==> config.mk <==
export PLATFORM = sky130hd
export DESIGN_NAME = counter_sequencer
export DESIGN_NICKNAME = d
export VERILOG_FILES = /design/src/rtl/counter_sequencer.sv
export SDC_FILE = /design/constraint.sdc
export NUM_CORES = 1
export LEC_CHECK = 0
export CORE_UTILIZATION = 37
export DETAILED_ROUTE_END_ITERATION = 10
export PLACE_DENSITY = 0.8
export SYNTH_ARGS = -nofsm -noshare
export SYNTH_HDL_FRONTEND = slang
export SYNTH_SLANG_ARGS = --single-unit
==> constraint.sdc <==
create_clock -name clock -period 1.7 [get_ports clock]
set_input_delay 0.51 -clock clock [delete_from_list [all_inputs] [get_ports clock]]
set_output_delay 0.51 -clock clock [all_outputs]
set_load 0.005 [all_outputs]
==> src/rtl/counter_sequencer.sv <==
// counter_sequencer: runs {direction, step-count} commands against an up/down counter.
// Optional CNT_SEQ_BOUNCE_EN reverses direction at the counter limits instead of wrapping.
module counter_sequencer #(
  parameter int CNT_W  = 4,
  parameter int STEP_W = 8
) (
  input  logic              clock,
  input  logic              reset,
  input  logic              cmd_valid,
  output logic              cmd_ready,
  input  logic              cmd_up,
  input  logic [STEP_W-1:0] cmd_steps,
  input  logic              abort,
  input  logic [CNT_W-1:0]  cnt_value,
  output logic              cnt_enable,
  output logic              cnt_up_down,
  output logic              busy,
  output logic              done,
  output logic              aborted,
  output logic [STEP_W-1:0] steps_left
);
  typedef enum logic [1:0] {IDLE, RUN, DONE} state_t;
  state_t state, state_n;
  logic dir_q, dir_n, aborted_n;
  logic [STEP_W-1:0] steps_n;
  logic accept;
  assign accept     = cmd_valid & cmd_ready;
  assign cmd_ready  = state == IDLE;
  assign busy       = state != IDLE;
  assign cnt_enable = state == RUN;
  assign done       = state == DONE;
`ifdef CNT_SEQ_BOUNCE_EN
  logic at_lim;
  assign at_lim      = dir_q ? (cnt_value == '1) : (cnt_value == '0);
  assign cnt_up_down = (state == RUN) ? dir_q ^ at_lim : dir_q;
`else
  logic unused_cnt;
  assign unused_cnt  = ^cnt_value;
  assign cnt_up_down = dir_q;
`endif
  always_comb begin
    state_n   = state;
    dir_n     = dir_q;
    steps_n   = steps_left;
    aborted_n = 1'b0;
    case (state)
      IDLE: if (accept) begin
        state_n = (cmd_steps != '0) ? RUN : DONE;
        dir_n   = cmd_up;
        steps_n = cmd_steps;
      end
      RUN: begin
        dir_n   = cnt_up_down;
        steps_n = steps_left - 1'b1;
        // abort takes priority over completion of the last step
        if (abort) begin
          state_n   = IDLE;
          steps_n   = '0;
          aborted_n = 1'b1;
        end else if (steps_left == 1) state_n = DONE;
      end
      DONE:    state_n = IDLE;
      default: state_n = IDLE;
    endcase
  end
  always_ff @(posedge clock or negedge reset) begin
    if (!reset) begin
      state      <= IDLE;
      dir_q      <= 1'b0;
      steps_left <= '0;
      aborted    <= 1'b0;
    end else begin
      state      <= state_n;
      dir_q      <= dir_n;
      steps_left <= steps_n;
      aborted    <= aborted_n;
    end
  end
endmodule

* After elaboration in Yosys (flattened, before gate mapping)
Index checks and enable logic that the tools add are counted.
** Word-level totals
- Logic and storage cells :: 28
- Input bits :: 17
- Bits in registers :: 12
- Output and inout port bits :: 14
** Operators by class
- Add/subtract/negate cells :: 1
- Eq/ne operators :: 5
- Bitwise operators :: 1
- Muxes and demuxes :: 10
- Reduce and logical (&&, ||, !) cells :: 7
** Operators by type and width (number)
- $mux W8 :: 2
- $pmux W8 S2 :: 1
- $eq A8 B1 Y1 const B :: 1
- $mux W2 :: 4
- $reduce_bool A8 Y1 :: 1
- $sub A8 B1 Y8 const B :: 1
- $reduce_and A2 Y1 :: 3
- $pmux W2 S2 :: 1
- $reduce_bool A2 Y1 :: 2
- $ne A3 B2 Y1 const B :: 1
- $eq A2 B1 Y1 const B :: 1
- $eq A2 B2 Y1 const B :: 1
- $logic_not A2 Y1 :: 1
- $mux W1 :: 2
- $ne A2 B1 Y1 const B :: 1
- $and A1 B1 Y1 :: 1

* Depth between registers and ports, before layout
- Word-level depth :: 4
- Mapped depth :: 5
- Gate-level depth less buffers :: 5

* Worst setup path before layout
Ideal clock, no wire load.
- Path kind :: input-to-reg
- Start :: in abort
- End :: reg steps_left[7]
- Arrival time :: 1.579 ns
- Buffers on the path :: 1
- Setup time :: 0.070 ns
- Path slack :: 0.051 ns
- Data required time :: 1.630 ns
- Stages :: 4
- Cells stage by stage :: or3b_1 > clkbuf_2 > or4_1 > nand3_1
** Between the ends
- Word-level cells in the longest chain between the ends :: 2
** Ends and longest elaborated chain
- start, declared :: RTL line 13 : input logic abort,
- $mux W8 :: RTL line 56 : if (abort) begin
- $pmux W8 S2 :: RTL line 46 : case (state)
- end signal, assigned :: RTL line 75 : steps_left <= steps_n;
- end, declared :: RTL line 20 : output logic [STEP_W-1:0] steps_left
Every way passes these cells.
A chain may end at the register's enable or synchronous reset.

* Worst setup path after layout
- Start :: reg steps_left[0]
- End :: reg steps_left[7]
** Between the ends
- Word-level cells in the longest chain between the ends :: 3
** Ends and longest elaborated chain
- $sub A8 B1 Y8 :: RTL line 54 : steps_n = steps_left - 1'b1;
- $mux W8 :: RTL line 56
- $pmux W8 S2 :: RTL line 46
Every way passes these cells.

==> results.sh <==
export IMPL_outcome="finished clean"
export IMPL_power_switching_uw=641
export IMPL_clkPwrFrac=0.131
export IMPL_p_comb_frac=0.607
export IMPL_synthXorXnorAreaFrac=0
export IMPL_synth_seq_area_share=0.394
export IMPL_grt_pass1_wl_um=3710
export IMPL_start_kind="register"
export IMPL_p_int_uw=1110
export IMPL_syn_instance_count=79
export IMPL_synth_nets=98
export IMPL_cts_root_buf="clkbuf_4"
export IMPL_area_growth_pct=79.5
export IMPL_seqPwrFrac=0.262
export IMPL_start_util=0.392
export IMPL_path_clk_slew_ps=70
export IMPL_gp_congestion=0.847
export IMPL_cts_made_buffers=3
export IMPL_dr_pass1_iters=4
export IMPL_hold_slack_ps=524
export IMPL_postCtsHoldBufs=0
export IMPL_antenna_cells=0
export IMPL_clkLatencyLatePin_ps=280
export IMPL_ys_seq_elements=12
export IMPL_synth_top_family_by_area="simple AND/OR/NAND/NOR gates"
export IMPL_fmax_ghz=0.589
export IMPL_setup_tns_ps=0
export IMPL_portBuffers=26
export IMPL_fillCellCount=157
export IMPL_drv_slew=0
export IMPL_max_stage_delay_ps=530
export IMPL_synth_edf_count=0
export IMPL_worst_setup_path_end_kind="register"
export IMPL_synthArstFlopShare=1.00
export IMPL_hpwl_um=1700
export IMPL_dieArea_um2=2240
export IMPL_synth_flop_cell="dfrtp_1"
export IMPL_power_density_nw_per_um2=1280
export IMPL_rsz0062_at_grt="yes"
export IMPL_grt_max_degree=13
export IMPL_reg2regPathDepth=4
export IMPL_critical_path_slowest_cell="or4_4"
export IMPL_maxCapViolCount=0
export IMPL_worst_slew_pin_transition_ps=358
export IMPL_path_cells="buf_4 -> or4_4 -> or4_4 -> nand3_2"
export IMPL_drc=0
export IMPL_path_depth=4
export IMPL_routed_wl_um=2450
export IMPL_synth_area_um2=762
export IMPL_synthMuxAreaShare=0.0148
export IMPL_hold_violations=0
export IMPL_synthSimpleGateAreaFrac=0.253
export IMPL_synth_warnings=0
export IMPL_coreArea_um2=1940
export IMPL_drive_gt1_frac=0.419
export IMPL_peakVddDrop_uv=860
export IMPL_slew_headroom=0.760
export IMPL_die_x_um=47.4
export IMPL_ant_nets=0
export IMPL_synth_distinct_cells=38
export IMPL_antenna_found_initial=0
export IMPL_path_delay_family="simple AND/OR/NAND/NOR gates"
export IMPL_viasPerCell=5.53
export IMPL_grt_use_total=0.245
export IMPL_cp_num_buf_inv=1
export IMPL_path_common_cell="or4_4"
export IMPL_path_max_fanout=5
export IMPL_nNetsFinal=156
export IMPL_tritoncts="done"
export IMPL_synthAdderAreaFrac=0.0328
export IMPL_leakage_uw=0.000650
export IMPL_cts_sinks=12
export IMPL_setup_viol=0
export IMPL_htree_num_levels=1
export IMPL_crit_type="register to register"
export IMPL_num_vias=901
export IMPL_worst_ep_arrival_time_ps=1910
export IMPL_io_pins=31
export IMPL_placementRows=16
export IMPL_min_period_ps=1700
export IMPL_drt_initial_drc_count=24
export IMPL_overflow=0
export IMPL_crit_required_ps=1920
export IMPL_hold_class="input pin to async pin"
export IMPL_wl_per_cell_um=15.0
export IMPL_skew_ps=0.677
export IMPL_clockBufferDepth=2
export IMPL_swShare=0.367
export IMPL_fp_dieH_um=47.4
export IMPL_synth_compound_area_share=0.238
export IMPL_synth_avg_cell_area_um2=9.65
export IMPL_grt_pass1_vias=872
export IMPL_fin_crit_sh=0.998
## final cells by class
class	instances	area [µm²]	area share
Clock buffer	4	36.3	0.0265
Inverter	7	26.3	0.0192
Multi-Input combinational cell	56	468	0.342
Sequential cell	12	304	0.222
Tap cell	27	33.8	0.0247
Timing Repair Buffer	57	499	0.365
## through the flow
stage	utilization	power (µW)	setup WS (ps)	instance area, µm²	cells
after floorplan	-	848	50.9	762	79
after global placement	0.608	1300	-329	1180	148
after detailed placement	0.608	1340	-357	1180	148
after CTS	0.667	1660	-74.2	1290	162
after global routing	0.704	1870	-29.5	1370	163
final	0.704	1750	3.21	1370	163
## timing repair
item,CTS,global route
endpoints found under the setup margin,15,10
buffers inserted,10,1
pin swaps,1,6
resized for setup,15,21
## synth_stat cells (all sizes together), types with 2 or more instances
master	instances	area share
or3b	2	0.023
nor3	2	0.013
or4	3	0.034
inv	7	0.034
nand3	3	0.020
dfrtp	12	0.39
a21oi	5	0.033
nor3b	3	0.030
clkbuf	2	0.011
nor2	3	0.015
nand2	2	0.0099
a221oi	3	0.034
a32oi	2	0.023
nor4	2	0.016
o211ai	2	0.020
ha	2	0.033
o2bb2ai	2	0.023
and2	2	0.016
buf	2	0.021
nand4b	2	0.023
o21ai	3	0.020
## path summary, 6_finish.rpt
kind	startpoint	endpoint	slack [ps]
max	steps_left[0]	steps_left[7]	3
min	reset	steps_left[6]	520
max reg2reg	steps_left[0]	steps_left[7]	3
min reg2reg	cnt_up_down	cnt_up_down	540
max in group asynchronous	reset	steps_left[7]	1000
min in group clock	cnt_up_down	cnt_up_down	540
## cells in the final DEF, fill, tap and decap left out, types with 3 or more instances in the layout
cell type,instances
a21oi_1,5
buf_6,4
dlygate4sd2_1,5
clkbuf_4,3
inv_1,6
nor3b_1,3
o21ai_0,3
dlymetal6s2s_1,3
dfrtp_2,3
dfrtp_1,9
a221oi_1,3
clkdlybuf4s50_1,15
buf_4,27
## power by group through the flow
stage	sequential (µW)	clock, µW	combinational [µW]
final	457	230	1060
after global routing	470	254	1140
after CTS	454	236	967
after detailed placement	510	0	828
after global placement	501	0	801
after floorplan	498	0	350
## sequential cells by signal, summed over array words and instances, names as in the netlist
name	count
cnt_up_down	1
steps_left	8
state	2
aborted	1
## per-layer routing
layer  wire [µm]  GRT usage
met1        1040      0.278
met2        1290      0.430
met3          81     0.0462
met4          43      0.131
met5           0          0
## logic make-up after synthesis
group,after synthesis
compound gates,24
fa+ha+maj,2
buf+inv,11
flops,12
mux,1
simple gates,29
## worst register-to-register path, delay by kind of cell, from the launching register on
kind,cells,cell delay (ps)
simple gates,3,1090
flops,1,400
buf+inv,1,150
No activity file was read; power rests on OpenSTA's default activity.
